**config.mk**
```make
export PLATFORM = sky130hd
export DESIGN_NAME = uart_mmio_peripheral
export DESIGN_NICKNAME = d
export VERILOG_FILES = /design/src/rtl/uart_mmio_peripheral.sv
export SDC_FILE = /design/constraint.sdc
export NUM_CORES = 1
export LEC_CHECK = 0
export ABC_AREA = 1
export CAP_MARGIN = 40
export CORE_MARGIN = 2
export CORE_UTILIZATION = 25
export CTS_CLUSTER_SIZE = 25
export DETAILED_ROUTE_END_ITERATION = 10
export SLEW_MARGIN = 20
export SYNTH_ARGS = -nofsm -noshare
export SYNTH_HDL_FRONTEND = slang
export SYNTH_SLANG_ARGS = --single-unit
```
**constraint.sdc**
```tcl
create_clock -name clk -period 4.85 [get_ports clk]
set_input_delay 0.97 -clock clk [delete_from_list [all_inputs] [get_ports clk]]
set_output_delay 0.97 -clock clk [all_outputs]
set_load 0.02 [all_outputs]
```
**src/rtl/uart_mmio_peripheral.sv**
```systemverilog
// rtl/uart_mmio_peripheral.sv - memory-mapped 8N1 UART: TXDATA/RXDATA/STATUS/BAUD registers.
module uart_mmio_peripheral #(
  parameter logic [15:0] DIVISOR = 16'd434
) (
  input  logic        clk,
  input  logic        reset,
  input  logic        in_write_en,
  input  logic [31:0] in_address,
  input  logic [31:0] in_data,
  input  logic        rx,
  output logic [31:0] out_read_data,
  output logic        tx
);
  typedef enum logic [1:0] {S_IDLE, S_START, S_DATA, S_STOP} state_t;

  logic [15:0] baud_div;

  state_t      tx_state;
  logic [15:0] tx_cnt, tx_div;
  logic [2:0]  tx_idx;
  logic [7:0]  tx_data;

  state_t      rx_state;
  logic [15:0] rx_cnt, rx_div;
  logic [2:0]  rx_idx;
  logic [7:0]  rx_shift, rx_byte;
  logic        rx_valid, rx_overrun, frame_err;
  logic        rx_q1, rx_s, rx_s_d;

  logic [1:0]  sel;
  logic        wr_tx, wr_rx, wr_st, wr_baud;
  logic        tx_busy, tx_done, tx_accept;
  logic        rx_stop_tick, rx_done_ok, rx_done_bad;
  logic [15:0] rx_half, rx_half_cnt;
  logic        unused_bits;

  assign sel         = in_address[1:0];
  assign wr_tx       = in_write_en && (sel == 2'd0);
  assign wr_rx       = in_write_en && (sel == 2'd1);
  assign wr_st       = in_write_en && (sel == 2'd2);
  assign wr_baud     = in_write_en && (sel == 2'd3);
  assign unused_bits = &{1'b0, in_address[31:2], in_data[31:16]};

  // A new frame may start on the very edge that ends the previous stop bit.
  assign tx_busy   = (tx_state != S_IDLE);
  assign tx_done   = (tx_state == S_STOP) && (tx_cnt == 16'd0);
  assign tx_accept = wr_tx && (!tx_busy || tx_done);

  assign rx_stop_tick = (rx_state == S_STOP) && (rx_cnt == 16'd0);
  assign rx_done_ok   = rx_stop_tick && rx_s;
  assign rx_done_bad  = rx_stop_tick && !rx_s;
  assign rx_half      = baud_div >> 1;
  assign rx_half_cnt  = (rx_half == 16'd0) ? 16'd0 : rx_half - 16'd1;

  always_ff @(posedge clk or posedge reset) begin
    if (reset) begin
      baud_div <= DIVISOR;
    end else if (wr_baud) begin
      baud_div <= (in_data[15:0] == 16'd0) ? 16'd1 : in_data[15:0];
    end
  end

  always_ff @(posedge clk or posedge reset) begin
    if (reset) begin
      tx_state <= S_IDLE;
      tx_cnt   <= 16'd0;
      tx_div   <= 16'd0;
      tx_idx   <= 3'd0;
      tx_data  <= 8'd0;
      tx       <= 1'b1;
    end else if (tx_accept) begin
      tx_state <= S_START;
      tx_data  <= in_data[7:0];
      tx_div   <= baud_div;
      tx_cnt   <= baud_div - 16'd1;
      tx_idx   <= 3'd0;
      tx       <= 1'b0;
    end else if (tx_busy) begin
      if (tx_cnt != 16'd0) begin
        tx_cnt <= tx_cnt - 16'd1;
      end else begin
        tx_cnt <= tx_div - 16'd1;
        case (tx_state)
          S_START: begin
            tx_state <= S_DATA;
            tx_idx   <= 3'd0;
            tx       <= tx_data[0];
          end
          S_DATA: begin
            if (tx_idx == 3'd7) begin
              tx_state <= S_STOP;
              tx       <= 1'b1;
            end else begin
              tx_idx <= tx_idx + 3'd1;
              tx     <= tx_data[tx_idx + 3'd1];
            end
          end
          default: begin
            tx_state <= S_IDLE;
            tx_cnt   <= 16'd0;
            tx       <= 1'b1;
          end
        endcase
      end
    end
  end

  always_ff @(posedge clk or posedge reset) begin
    if (reset) begin
      rx_q1      <= 1'b1;
      rx_s       <= 1'b1;
      rx_s_d     <= 1'b1;
      rx_state   <= S_IDLE;
      rx_cnt     <= 16'd0;
      rx_div     <= 16'd0;
      rx_idx     <= 3'd0;
      rx_shift   <= 8'd0;
      rx_byte    <= 8'd0;
      rx_valid   <= 1'b0;
      rx_overrun <= 1'b0;
      frame_err  <= 1'b0;
    end else begin
      rx_q1  <= rx;
      rx_s   <= rx_q1;
      rx_s_d <= rx_s;
      case (rx_state)
        S_IDLE: begin
          if (rx_s_d && !rx_s) begin
            rx_state <= S_START;
            rx_div   <= baud_div;
            rx_cnt   <= rx_half_cnt;
          end
        end
        S_START: begin
          if (rx_cnt != 16'd0) begin
            rx_cnt <= rx_cnt - 16'd1;
          end else if (rx_s) begin
            rx_state <= S_IDLE;
          end else begin
            rx_state <= S_DATA;
            rx_cnt   <= rx_div - 16'd1;
            rx_idx   <= 3'd0;
          end
        end
        S_DATA: begin
          if (rx_cnt != 16'd0) begin
            rx_cnt <= rx_cnt - 16'd1;
          end else begin
            rx_shift <= {rx_s, rx_shift[7:1]};
            rx_cnt   <= rx_div - 16'd1;
            if (rx_idx == 3'd7) rx_state <= S_STOP;
            else rx_idx <= rx_idx + 3'd1;
          end
        end
        default: begin
          if (rx_cnt != 16'd0) begin
            rx_cnt <= rx_cnt - 16'd1;
          end else begin
            rx_state <= S_IDLE;
            if (rx_s) rx_byte <= rx_shift;
          end
        end
      endcase

      // Hardware set events take priority over same-cycle software clears.
      if (rx_done_ok) rx_valid <= 1'b1;
      else if (wr_rx) rx_valid <= 1'b0;

      if (rx_done_ok && rx_valid && !wr_rx) rx_overrun <= 1'b1;
      else if (wr_st && in_data[2]) rx_overrun <= 1'b0;

      if (rx_done_bad) frame_err <= 1'b1;
      else if (wr_st && in_data[3]) frame_err <= 1'b0;
    end
  end

  always_comb begin
    out_read_data = 32'd0;
    case (sel)
      2'd0:    out_read_data = {24'd0, tx_data};
      2'd1:    out_read_data = {24'd0, rx_byte};
      2'd2:    out_read_data = {28'd0, frame_err, rx_overrun, rx_valid, tx_busy};
      default: out_read_data = {16'd0, baud_div};
    endcase
  end
endmodule
```
==> impl_metrics.json <==
{
  "status": "complete, no violations",
  "min_period_ns": 3.991,
  "cp.required_ns": 3.88,
  "netlist_area_sq_um": 8189,
  "totalWireLength_mm": 23.37,
  "ys_seq_area_frac": 0.3711,
  "worst_pin_slew_ns": 0.7486,
  "max_stage_delay_ns": 0.68,
  "grt_max_degree": 67,
  "fin_crit_sh": 0.8228,
  "grt_pass1_wl_mm": 38.19,
  "crit_path_start_kind": "primary input",
  "diodes": 0,
  "cts_sinks": 121,
  "root_buffer": "clkbuf_16",
  "p_int_mw": 3.089,
  "setup_violations": 0,
  "row_count": 66,
  "worstPathArrival_ns": 3.02,
  "combPwrFrac": 0.448,
  "drc": 0,
  "fmax_mhz": 250.6,
  "vias_per_cell": 4.607,
  "async_flop_share": 1.000,
  "crit_family": "buffers and inverters",
  "ys_warn_count": 0,
  "die_area_sq_um": 34220,
  "ir_drop_uv": 283.2,
  "dp_hpwl_mm": 17.57,
  "grt_overflow_total": 0,
  "synth_top_flop_cell": "dfrtp_1",
  "ant_nets": 0,
  "clkPwrFrac": 0.242,
  "die_y_um": 185.0,
  "final_common_cell": "nand2_1",
  "fin_skew_ns": 0.007288,
  "path_max_fanout": 5,
  "drive_gt1_frac": 0.07143,
  "fin_setup_tns_ns": 0,
  "ff2ff_setup_slack_ns": 2.53,
  "initialDrtViolationCount": 570,
  "clk_latency_ns": 0.43,
  "firstDrtPassIters": 9,
  "cellPowerDensity_nw_per_um2": 576.5,
  "crit_chain": "clkdlybuf4s50_1, inv_1, nor2_1, inv_1, nor2_1, a221oi_1, o21ai_0, clkdlybuf4s50_1",
  "syn-mean-instance-area_sq_um": 6.975,
  "critPathKind": "primary input to output port",
  "postSynthCellCount": 1174,
  "gp_routability_congestion": 0.9152,
  "slew-limit-headroom": 0.5010,
  "ys_ff_latch": 121,
  "hold_class": "flip-flop to flip-flop",
  "initial_utilization": 0.2530,
  "cts_hold_buf": 0,
  "vias": 7647,
  "p_seq_frac": 0.310,
  "yosys.cell_types.count": 44,
  "cts_resized": 0,
  "fin_nets": 1293,
  "cts_tree": "yes",
  "p_total_mw": 5.523,
  "cts_buffer_depth": 2,
  "wl_per_cell_um": 14.08,
  "slew_violations": 0,
  "io_pins": 101,
  "grt_pass1_vias": 7267,
  "grt_use_total": 0.1424,
  "rsz0062_at_grt": "no",
  "area_growth_pct": 17.01,
  "final_cell_mix": "nand2_1, nor2_1, dfrtp_1",
  "switchingPower_mw": 2.435,
  "p_leak_nw": 4.395,
  "antenna_found_initial": 0,
  "path_buf_inv": 4,
  "cts_setup_buffers": 0,
  "hold_violations": 0,
  "whs_ns": 0.3546,
  "max_cap_violations": 0,
  "cts.clk_slew.worst_paths_ns": 0.05,
  "die_w_um": 185.0,
  "place_ws_ns": 0.8561,
  "p_sw_frac": 0.4408,
  "cpMaxStageDelayCell": "clkdlybuf4s50_1",
  "synth_edf_count": 0,
  "cts_buffers": 17,
  "core_sq_um": 32370,
  "crit_path_end_kind": "output port",
  "timing.final.ws_setup_ns": 0.8594,
  "io_buffers": 38,
  "htreeDepth": 4
}
layer usage:
metal | up-vias | global-route usage | wire [um]
li1 | 3820 | - | -
met5 | - | 0 | 0
met3 | 33 | 0.02595 | 1066
met4 | 0 | 0.04667 | 444
met1 | 3597 | 0.1968 | 11210
met2 | 197 | 0.2240 | 10660
state kept, by name (all words and copies together), names as in the netlist, 2 cells and up:
signal    cells
tx_idx        3
tx_state      2
tx_cnt       16
rx_div       16
rx_idx        3
rx_state      2
rx_byte       8
rx_shift      8
tx_data       8
rx_cnt       16
baud_div     16
tx_div       16
stage by stage:
step	util	area (sq um)	instances
finish	0.2960	9582	1660
global route	0.2960	9582	1660
CTS	0.2960	9582	1660
detailed placement	0.2773	8976	1628
global placement	0.2753	8911	1624
floorplan	-	8245	1189
cells by family after synthesis:
family          count (synthesis)  share of synthesized area
compound gates                168                     0.1155
xor+xnor                       48                    0.05134
fa+ha+maj                      20                    0.03056
buf+inv                       151                    0.08464
flops                         121                     0.3711
mux                             1                   0.001375
other cells                     1                  0.0004579
simple gates                  664                     0.3450
synth_stat cells (13+ instances only):
cell        n  share of area
nand2_1   387           0.18
nor2_1    139          0.064
xor2_1     35          0.037
dfrtp_1   112           0.34
xnor2_1    13          0.014
a21oi_1    23          0.014
o21ai_1    30          0.018
inv_1      97          0.044
buf_4      18          0.017
ha_1       20          0.031
o21ai_0    79          0.048
clkbuf_1   14         0.0064
nand3_1    82          0.050
worst paths after layout:
| kind | from | end | depth (start not counted) |
|---|---|---|---|
| setup / recovery | in_address[1] | out_read_data[0] | 8 |
| hold / removal | rx_q1 | rx_s | 0 |
| max in group asynchronous | reset | baud_div[7] | 4 |
| min in group asynchronous | reset | rx_shift[7] | 2 |
| hold reg to reg | rx_q1 | rx_s | 0 |
| setup reg to reg | rx_cnt[0] | rx_byte[0] | 8 |
layout make-up:
type                       count  area [sq um]
tap                          442         553.0
fill                        3552         22790
timing repair buffer          44         473.0
clock buffer                  23         457.9
sequential                   121          3039
clock inverter                 9         147.6
inverter                     104         395.4
multi-input combinational    917          4516
power groups by stage:
stage | Combinational [mW] | Clock [mW] | Sequential [mW]
final | 2.48 | 1.34 | 1.71
after global routing | 2.83 | 1.41 | 1.76
after CTS | 2.49 | 1.36 | 1.70
after detailed placement | 2.48 | 0 | 1.71
after global placement | 2.41 | 0 | 1.71
after floorplan | 1.93 | 0 | 1.62
No activity file was read; power rests on OpenSTA's default activity.
